--- src/rtl/uart_rx_pkg.sv ---
// Shared constants and sampling-window arithmetic for the UART receive path.
// Used by the bit sampler, the edge counter and the start-glitch checker.
package uart_rx_pkg;

  localparam int DEFAULT_PRESCALE_W = 6;
  localparam int MAX_SAMPLES        = 7;
  localparam int CALC_W             = 16;

  typedef struct packed {
    logic [CALC_W-1:0] first;
    logic [CALC_W-1:0] last;
    logic              cfg_err;
  } win_bounds_t;

  // Window of num_samples edges centred on edge (prescale/2 - 1).
  // first/last are only meaningful when cfg_err is clear.
  function automatic win_bounds_t calc_window(input logic [CALC_W-1:0] prescale,
                                              input int                num_samples);
    win_bounds_t       w;
    logic [CALC_W-1:0] half;
    logic [CALC_W-1:0] h;
    h         = CALC_W'((num_samples - 1) / 2);
    half      = prescale >> 1;
    w.cfg_err = (half < h + CALC_W'(1));
    w.first   = half - CALC_W'(1) - h;
    w.last    = half - CALC_W'(1) + h;
    return w;
  endfunction

endpackage

--- src/rtl/uart_majority_vote.sv ---
// Combinational majority vote over an N-bit sample vector, plus an all-equal flag.
// Also used by the start-bit glitch check.
module uart_majority_vote #(
  parameter int N = 3
) (
  input  logic [N-1:0] i_vec,
  output logic         o_majority,
  output logic         o_all_equal
);

  localparam int CW = $clog2(N + 1);

  logic [CW-1:0] w_ones;

  // NOTE: blocking assignments here build a running sum inside one evaluation;
  // non-blocking would leave only the last term.
  always_comb begin
    w_ones = '0;
    for (int i = 0; i < N; i++) begin
      w_ones = w_ones + CW'(i_vec[i]);
    end
  end

  assign o_majority  = (w_ones > CW'(N / 2));
  assign o_all_equal = (&i_vec) | ~(|i_vec);

endmodule

--- src/rtl/uart_rx_oversampler.sv ---
// UART bit sampler: captures NUM_SAMPLES RX samples around the bit centre and
// resolves the bit by majority vote, flagging disagreement as noise.
module uart_rx_oversampler
  import uart_rx_pkg::*;
#(
  parameter int PRESCALE_W  = DEFAULT_PRESCALE_W,
  parameter int NUM_SAMPLES = 3
) (
  input  logic                  CLK,
  input  logic                  RST,
  input  logic [PRESCALE_W-1:0] prescale,
  input  logic [PRESCALE_W-1:0] edge_cnt,
  input  logic                  rx_in,
  input  logic                  data_samp_en,
  output logic                  sample_bit,
  output logic                  sample_valid,
  output logic                  noise_flag,
  output logic                  cfg_err
);

  localparam int              CNT_W = $clog2(NUM_SAMPLES + 1);
  localparam logic [CNT_W-1:0] FULL  = CNT_W'(NUM_SAMPLES);

  win_bounds_t            w_win;
  logic                   w_in_win;
  logic                   w_capture;
  logic                   w_at_last;
  logic [NUM_SAMPLES-1:0] w_vec_next;
  logic [CNT_W-1:0]       w_cnt_next;
  logic                   w_maj;
  logic                   w_all_eq;

  logic [NUM_SAMPLES-1:0] r_vec;
  logic [CNT_W-1:0]       r_cnt;
  logic                   r_bit;
  logic                   r_valid;
  logic                   r_noise;

  assign w_win     = calc_window(CALC_W'(prescale), NUM_SAMPLES);
  assign cfg_err   = w_win.cfg_err;
  assign w_in_win  = (CALC_W'(edge_cnt) >= w_win.first) && (CALC_W'(edge_cnt) <= w_win.last);
  assign w_capture = data_samp_en && !w_win.cfg_err && w_in_win;
  assign w_at_last = (CALC_W'(edge_cnt) == w_win.last);

  // Vote order is irrelevant, so each sample lands at the slot given by the count.
  always_comb begin
    w_vec_next = r_vec;
    w_cnt_next = r_cnt;
    if (r_cnt != FULL) begin
      w_vec_next = r_vec | (NUM_SAMPLES'(rx_in) << r_cnt);
      w_cnt_next = r_cnt + CNT_W'(1);
    end
  end

  uart_majority_vote #(.N(NUM_SAMPLES)) u_vote (
    .i_vec       (w_vec_next),
    .o_majority  (w_maj),
    .o_all_equal (w_all_eq)
  );

  // NOTE: state registers use non-blocking assignments so every flop samples
  // the pre-edge values, independent of statement order.
  always_ff @(posedge CLK or negedge RST) begin
    if (!RST) begin
      r_vec   <= '0;
      r_cnt   <= '0;
      r_bit   <= 1'b0;
      r_valid <= 1'b0;
      r_noise <= 1'b0;
    end else begin
      r_valid <= 1'b0;
      if (!w_capture) begin
        r_vec <= '0;
        r_cnt <= '0;
      end else if (w_at_last) begin
        r_vec <= '0;
        r_cnt <= '0;
        if (w_cnt_next == FULL) begin
          r_bit   <= w_maj;
          r_noise <= !w_all_eq;
          r_valid <= 1'b1;
        end
      end else begin
        r_vec <= w_vec_next;
        r_cnt <= w_cnt_next;
      end
    end
  end

  assign sample_bit   = r_bit;
  assign sample_valid = r_valid;
  assign noise_flag   = r_noise;

endmodule

--- config.mk ---
export PLATFORM = sky130hd
export DESIGN_NAME = uart_rx_oversampler
export DESIGN_NICKNAME = d
export VERILOG_FILES = /design/src/rtl/uart_rx_pkg.sv /design/src/rtl/uart_majority_vote.sv /design/src/rtl/uart_rx_oversampler.sv
export SDC_FILE = /design/constraint.sdc
export NUM_CORES = 1
export LEC_CHECK = 0
export ABC_AREA = 1
export CAP_MARGIN = 25
export CORE_MARGIN = 2
export CORE_UTILIZATION = 45
export DETAILED_ROUTE_END_ITERATION = 16
export PLACE_DENSITY = 0.71
export REMOVE_ABC_BUFFERS = 1
export SLEW_MARGIN = 20
export SYNTH_ARGS = -nofsm -noshare
export SYNTH_HDL_FRONTEND = slang
export SYNTH_SLANG_ARGS = --single-unit
--- constraint.sdc ---
create_clock -name CLK -period 1.82 [get_ports CLK]
set_clock_uncertainty 0.05 [all_clocks]
set_input_delay 0.364 -clock CLK [delete_from_list [all_inputs] [get_ports CLK]]
set_output_delay 0.364 -clock CLK [all_outputs]
set_load 0.01 [all_outputs]
==> impl_metrics.env, run 1 <==
export IMPL_synthArstFlopShare=1.00
export IMPL_rsz0062_at_grt="yes"
export IMPL_fin_crit_ns=2.31
export IMPL_synth_area_per_cell_um2=6.95
export IMPL_start_util=0.473
export IMPL_p_per_area_nw_per_um2=407
export IMPL_post_drt_via_cell_ratio=5.28
export IMPL_setup_viol=8
export IMPL_power_frac_comb=0.548
export IMPL_ys_seq_area_frac=0.193
export IMPL_grt_max_degree=9
export IMPL_cp_start_kind="input pin"
export IMPL_cts_buffers_inserted=3
export IMPL_globalRouteTotalUtil=0.253
export IMPL_cp_max_fo=5
export IMPL_antenna_found_initial=0
export IMPL_switching_share=0.372
export IMPL_dr_pass1_iters=6
export IMPL_grt_pass1_vias=1204
export IMPL_drt_iter0_drc=21
export IMPL_slew_violations=0
export IMPL_yosysTopAreaCellShare=0.205
export IMPL_worstMarginPinSlew_ns=0.379
export IMPL_grt_pass1_wl_um=5090
export IMPL_num_fill_cells=144
export IMPL_finalPower_uw=700
export IMPL_synth_edf_count=0
export IMPL_cts_max_path_buffers=2
export IMPL_ir_drop_mv=0.409
export IMPL_worst_ep_required_time_ns=1.91
export IMPL_dp_cells=216
export IMPL_vias=1214
export IMPL_power_frac_clock=0.190
export IMPL_cp_data_arrival_time_ns=2.40
export IMPL_leakagePower_nw=0.880
export IMPL_wl_per_cell_um=13.8
export IMPL_fin_nets=237
export IMPL_worstSetupPathType="input pin to register"
export IMPL_cts_hold_buf=0
export IMPL_num_rows=17
export IMPL_instances_no_fill=230
export IMPL_maxCapViolCount=0
export IMPL_internal_power_uw=440
export IMPL_slew_headroom=0.747
export IMPL_clockRootBuffer="clkbuf_4"
export IMPL_hold_path_class="input pin to asynchronous set/reset pin"
export IMPL_status="finished with violations"
export IMPL_clk_pin_slew_ns=0.05
export IMPL_die_h_um=52.0
export IMPL_synthTopCellsByCount="nand2_1, inv_1, ha_1, nor2_1, dfrtp_1"
export IMPL_clk_latency_ns=0.25
export IMPL_design_core_area_um2=2190
export IMPL_gp_congestion=0.802
export IMPL_dp_hpwl_um=2130
export IMPL_max_clock_freq_ghz=0.433
export IMPL_violations="negative setup slack"
export IMPL_n_antenna_cell=0
export IMPL_post_route_period_util=1.27
export IMPL_overflow=0
export IMPL_area_delta_synth_final_pct=65.9
export IMPL_yosys_warnings=0
export IMPL_ys_flop_type="dfrtp_1"
export IMPL_placed_cell_area_um2=1420
export IMPL_dieArea_um2=2700
export IMPL_cts_tree="yes"
export IMPL_syn_area_um2=1040
export IMPL_io_pin_count=20
export IMPL_die_w_um=52.0
export IMPL_p_sw_uw=260
export IMPL_htree_levels=1
export IMPL_hold_viol=0
export IMPL_synth_largest_area_cell="ha_1"
export IMPL_ys_ff_latch=8
export IMPL_worst_slack_ns=-0.491
export IMPL_netlist_top_cells_area="ha_1, dfrtp_1, nand2_1"
export IMPL_yosys_cell_types_count=23
export IMPL_drc_errors=0
export IMPL_drt_wl_total_um=3170
export IMPL_seqPwrFrac=0.262
export IMPL_io_buffers=18
export IMPL_fin_area_um2=1720
export IMPL_cp_end_kind="register"
export IMPL_cts_sinks=8
export IMPL_layout_drive_gt1_share=0.460
export IMPL_synthCells=149
export IMPL_synth_most_common_cell="nand2_1"
export IMPL_final_antenna_net_count=0
path summary, 6_finish.rpt:
path,start,end,slack (ns),cells after the start
worst max-delay path,prescale[1],noise_flag,-0.49,19
worst min-delay path,RST,r_cnt[1],0.34,1
worst max register to register,r_cnt[0],sample_bit,0.04,6
worst min register to register,sample_bit,sample_bit,0.46,2
max in group asynchronous,RST,noise_flag,1.11,1
min in group CLK,sample_bit,sample_bit,0.46,2
routing by layer:
| layer | vias to the layer above | routed length, um | track usage |
|---|---|---|---|
| li1 | 584 | - | - |
| met1 | 584 | 1150 | 0.268 |
| met2 | 36 | 1820 | 0.481 |
| met3 | 10 | 121 | 0.0603 |
| met4 | 0 | 78 | 0.0833 |
| met5 | - | 0 | 0 |
metrics by stage:
step	setup TNS (ns)	setup WS (ns)	hold slack, ns	util
global placement	-9.42	-1.19	0.418	0.649
finish	-3.45	-0.491	0.342	0.785
floorplan	-4.52	-0.655	0.0184	-
CTS	-3.16	-0.458	0.352	0.737
detailed placement	-10.61	-1.38	0.443	0.649
global route	-4.79	-0.657	0.353	0.785
area by class of cell:
cell class	count	area, um2	share of cell area
inverter	30	120	0.0699
multi-input combinational	111	896	0.521
sequential	8	200	0.116
tap	28	35.0	0.0204
clock buffer	3	22.5	0.0131
timing repair buffer	50	445	0.259
registers in the layout (all words and copies together), names as in the netlist:
signal and cells:
r_vec 3, r_cnt 2, sample_bit 1, noise_flag 1
sample_valid 1
worst max-delay path: stages:
cell and delay (ns):
buf_8 0.10, inv_4 0.05, ha_4 0.15, buf_6 0.10
nand3_2 0.10, nand2_2 0.10, nand2_4 0.07, inv_2 0.06
nand4_1 0.12, xnor2_2 0.17, ha_1 0.30, nand2_1 0.07
inv_2 0.09, nand3_2 0.09, nand2_2 0.11, nand2_4 0.07
buf_4 0.14, nand4_1 0.09, nand2_1 0.06
layout by cell type (no fill, tap or decap), types with 3 or more instances in the layout:
cell             instances
inv_1                   17
nor2_4                   4
nand3_2                  4
dfrtp_1                  8
nand2_2                 11
inv_4                    3
ha_1                    15
nand3_4                  3
nand2_1                 28
nor3_2                   3
nand4_1                  6
inv_2                   10
clkdlybuf4s50_1         12
nand2_4                  3
o21bai_1                 3
clkbuf_4                 3
buf_4                   28
dlygate4sd2_1            3
nor2_1                   8
buf_6                    3
power by group through the flow:
stage / Sequential, mW / Combinational (mW) / Clock [mW]
after floorplan: 0.186 / 0.165 / 0
after global placement: 0.186 / 0.270 / 0
after detailed placement: 0.186 / 0.285 / 0
after CTS: 0.183 / 0.332 / 0.133
after global routing: 0.184 / 0.421 / 0.149
final: 0.184 / 0.384 / 0.133
repair_timing:
action                     CTS  global route
resized for setup           47            28
setup buffers               10             1
setup endpoints to repair    9             9
pin swaps                   22            22
cells by family after synthesis:
| kind of cell | count (synthesis) | share of synthesized area |
|---|---|---|
| AO/OA/AOI/OAI | 11 | 0.0628 |
| adder cells (fa/ha/maj) | 17 | 0.205 |
| flip-flops | 8 | 0.193 |
| XOR/XNOR | 4 | 0.0338 |
| AND/OR/NAND/NOR | 79 | 0.396 |
| buffers and inverters | 30 | 0.109 |
(Power assumes the default switching activity.)
==> inputs of run 2 (changes only) <==
--- a/config.mk
+++ b/config.mk
@@ -7,10 +7,11 @@
 export LEC_CHECK = 0
 export ABC_AREA = 1
 export CAP_MARGIN = 25
+export CORE_ASPECT_RATIO = 1.2
 export CORE_MARGIN = 2
 export CORE_UTILIZATION = 45
 export DETAILED_ROUTE_END_ITERATION = 16
-export PLACE_DENSITY = 0.71
+export PLACE_DENSITY = 0.8
 export REMOVE_ABC_BUFFERS = 1
 export SLEW_MARGIN = 20
 export SYNTH_ARGS = -nofsm -noshare
==> run 2 against run 1 <==
  * The flow still finishes with violations (negative setup slack)
  * Non-clock buffer count grew 1
  * Sequential share of layout area up 0.12 points
  * Clock power up 8%
  * First-iteration DRC count up 4.8%
  * Die area barely moved
  * Total power is 1.5% lower
  * Via count is 3.0% lower
  * Sequential power about the same
  * Worst setup slack got worse by 0.038 ns
  * Combinational power shrank 5.7%
  * Flip-flop and latch count stayed put
  * Global-route usage shrank 0.56 points
  * Critical path type unchanged
  * Largest power group unchanged
==> impl_metrics.env, run 2 (synthesis results as in run 1) <==
export IMPL_status="finished with violations"
export IMPL_violations="negative setup slack"
export IMPL_dp_hpwl_um=1960
export IMPL_grt_max_degree=9
export IMPL_worstSetupPathType="input pin to register"
export IMPL_instances_no_fill=234
export IMPL_critPathMostFrequentCell="nand2_1"
export IMPL_cts_buffers_inserted=3
export IMPL_post_drt_via_cell_ratio=5.03
export IMPL_worst_slack_ns=-0.529
export IMPL_cts_hold_buf=0
export IMPL_cp_max_fo=5
export IMPL_ff_latch_area_um2=200
export IMPL_hold_viol=0
export IMPL_n_antenna_cell=0
export IMPL_num_rows=19
export IMPL_placed_cell_area_um2=1430
export IMPL_num_fill_cells=179
export IMPL_hold_path_class="input pin to asynchronous set/reset pin"
export IMPL_fin_nets=238
export IMPL_design_core_area_um2=2230
export IMPL_drc_errors=0
export IMPL_cp_end_kind="register"
export IMPL_slew_violations=0
export IMPL_clockRootBuffer="clkbuf_4"
export IMPL_r2r_start="r_cnt[0]"
export IMPL_io_pin_count=20
export IMPL_p_per_area_nw_per_um2=405
export IMPL_io_buffers=18
export IMPL_post_place_ws_ns=-1.30
export IMPL_slew_headroom=0.765
export IMPL_gp_congestion=0.848
export IMPL_dr_pass1_iters=4
export IMPL_wl_per_cell_um=13.4
export IMPL_clk_latency_ns=0.26
export IMPL_leakagePower_nw=0.885
export IMPL_worst_ep_required_time_ns=1.92
export IMPL_dp_cells=221
export IMPL_largest_register_ffs=3
export IMPL_start_util=0.464
export IMPL_fin_tns_setup_ns=-3.50
export IMPL_reg2reg_to="sample_bit"
export IMPL_rsz0062_at_grt="yes"
export IMPL_htree_levels=1
export IMPL_crit_chain="buf_8 > inv_6 > ha_4 > buf_6 > nand3_4 > nand2_2 > nand2_4 > inv_2 > nand4_1 > xnor2_1 > ha_1 > nand2_1 > inv_2 > nand3_2 > nor2_2 > nand4_1 > nand2_1 > nand2_1"
export IMPL_grt_pass1_vias=1181
export IMPL_die_h_um=56.6
export IMPL_cp_data_arrival_time_ns=2.45
export IMPL_finalPower_uw=690
export IMPL_ir_drop_mv=0.265
export IMPL_final_core_util=0.761
export IMPL_maxCapViolCount=0
export IMPL_layout_drive_gt1_share=0.433
export IMPL_layout_common_cells="nand2_1, buf_4, inv_1"
export IMPL_cts_max_path_buffers=2
export IMPL_globalRouteTotalUtil=0.247
export IMPL_dieArea_um2=2700
export IMPL_die_w_um=47.8
export IMPL_cts_tree="yes"
export IMPL_overflow=0
export IMPL_clk_pin_slew_ns=0.06
export IMPL_vias=1178
export IMPL_multi_input_area_um2=880
export IMPL_reg_top3="r_vec (3), r_cnt (2)"
export IMPL_fin_area_um2=1700
export IMPL_cts_sinks=8
export IMPL_antenna_found_initial=0
export IMPL_top_register="r_vec"
export IMPL_post_route_period_util=1.29
export IMPL_cpMaxStageDelayCell="ha_1"
export IMPL_setup_viol=8
export IMPL_holdWs_ns=0.320
export IMPL_drt_iter0_drc=22
export IMPL_max_stage_delay_ns=0.32
export IMPL_worstMarginPinSlew_ns=0.351
export IMPL_area_delta_synth_final_pct=64.3
export IMPL_max_clock_freq_ghz=0.426
export IMPL_grt_pass1_wl_um=4800
export IMPL_drt_wl_total_um=3140
export IMPL_cp_start_kind="input pin"
export IMPL_final_antenna_net_count=0
export IMPL_r2r_slack_ns=0.15
export IMPL_final_common_cell="nand2_1"
export IMPL_fin_crit_ns=2.35
export IMPL_reg2reg_depth=6
## run 2: repair_timing
action,4_1_cts,5_1_grt
buffers inserted,7,3
setup endpoints to repair,9,9
gates resized for setup,56,12
pin swaps,27,19
cloned,0,0
## run 2: how the worst max path moves through the flow
stage                           start    endpoint  slack (ns)  cells past startpoint
after floorplan           prescale[1]  noise_flag       -0.66                     17
after global placement    prescale[1]  noise_flag       -1.16                     18
after detailed placement  prescale[1]  sample_bit       -1.30                     18
after CTS                 prescale[2]  sample_bit       -0.45                     22
after global routing      prescale[2]  sample_bit       -0.69                     19
final                     prescale[2]  sample_bit       -0.53                     18
## run 2: metal layers
layer	GRT usage	up-vias	wire, um
met5	0	-	0
met4	0.166	0	187
met3	0.0482	20	94
met2	0.451	41	1820
met1	0.220	533	1040
li1	-	584	-
## run 2: final cells by class
type | count | share of cell area
clock buffers | 3 | 0.0132
inverters | 30 | 0.0706
repair buffers | 51 | 0.259
well taps | 31 | 0.0228
flip-flops and latches | 8 | 0.118
multi-input cells | 111 | 0.517
## run 2: worst max-delay path: cells and delay by family
kind	cells	cell delay [ns]
buffers and inverters	5	0.40
adder cells (fa/ha/maj)	2	0.48
AND/OR/NAND/NOR	10	1.03
XOR/XNOR	1	0.17
## run 2: power breakdown
group / switching (mW) / total [mW] / internal, mW
sequential: 0.00161 / 0.183 / 0.181
combinational: 0.190 / 0.362 / 0.172
clock: 0.0684 / 0.144 / 0.0760
total: 0.260 / 0.690 / 0.430
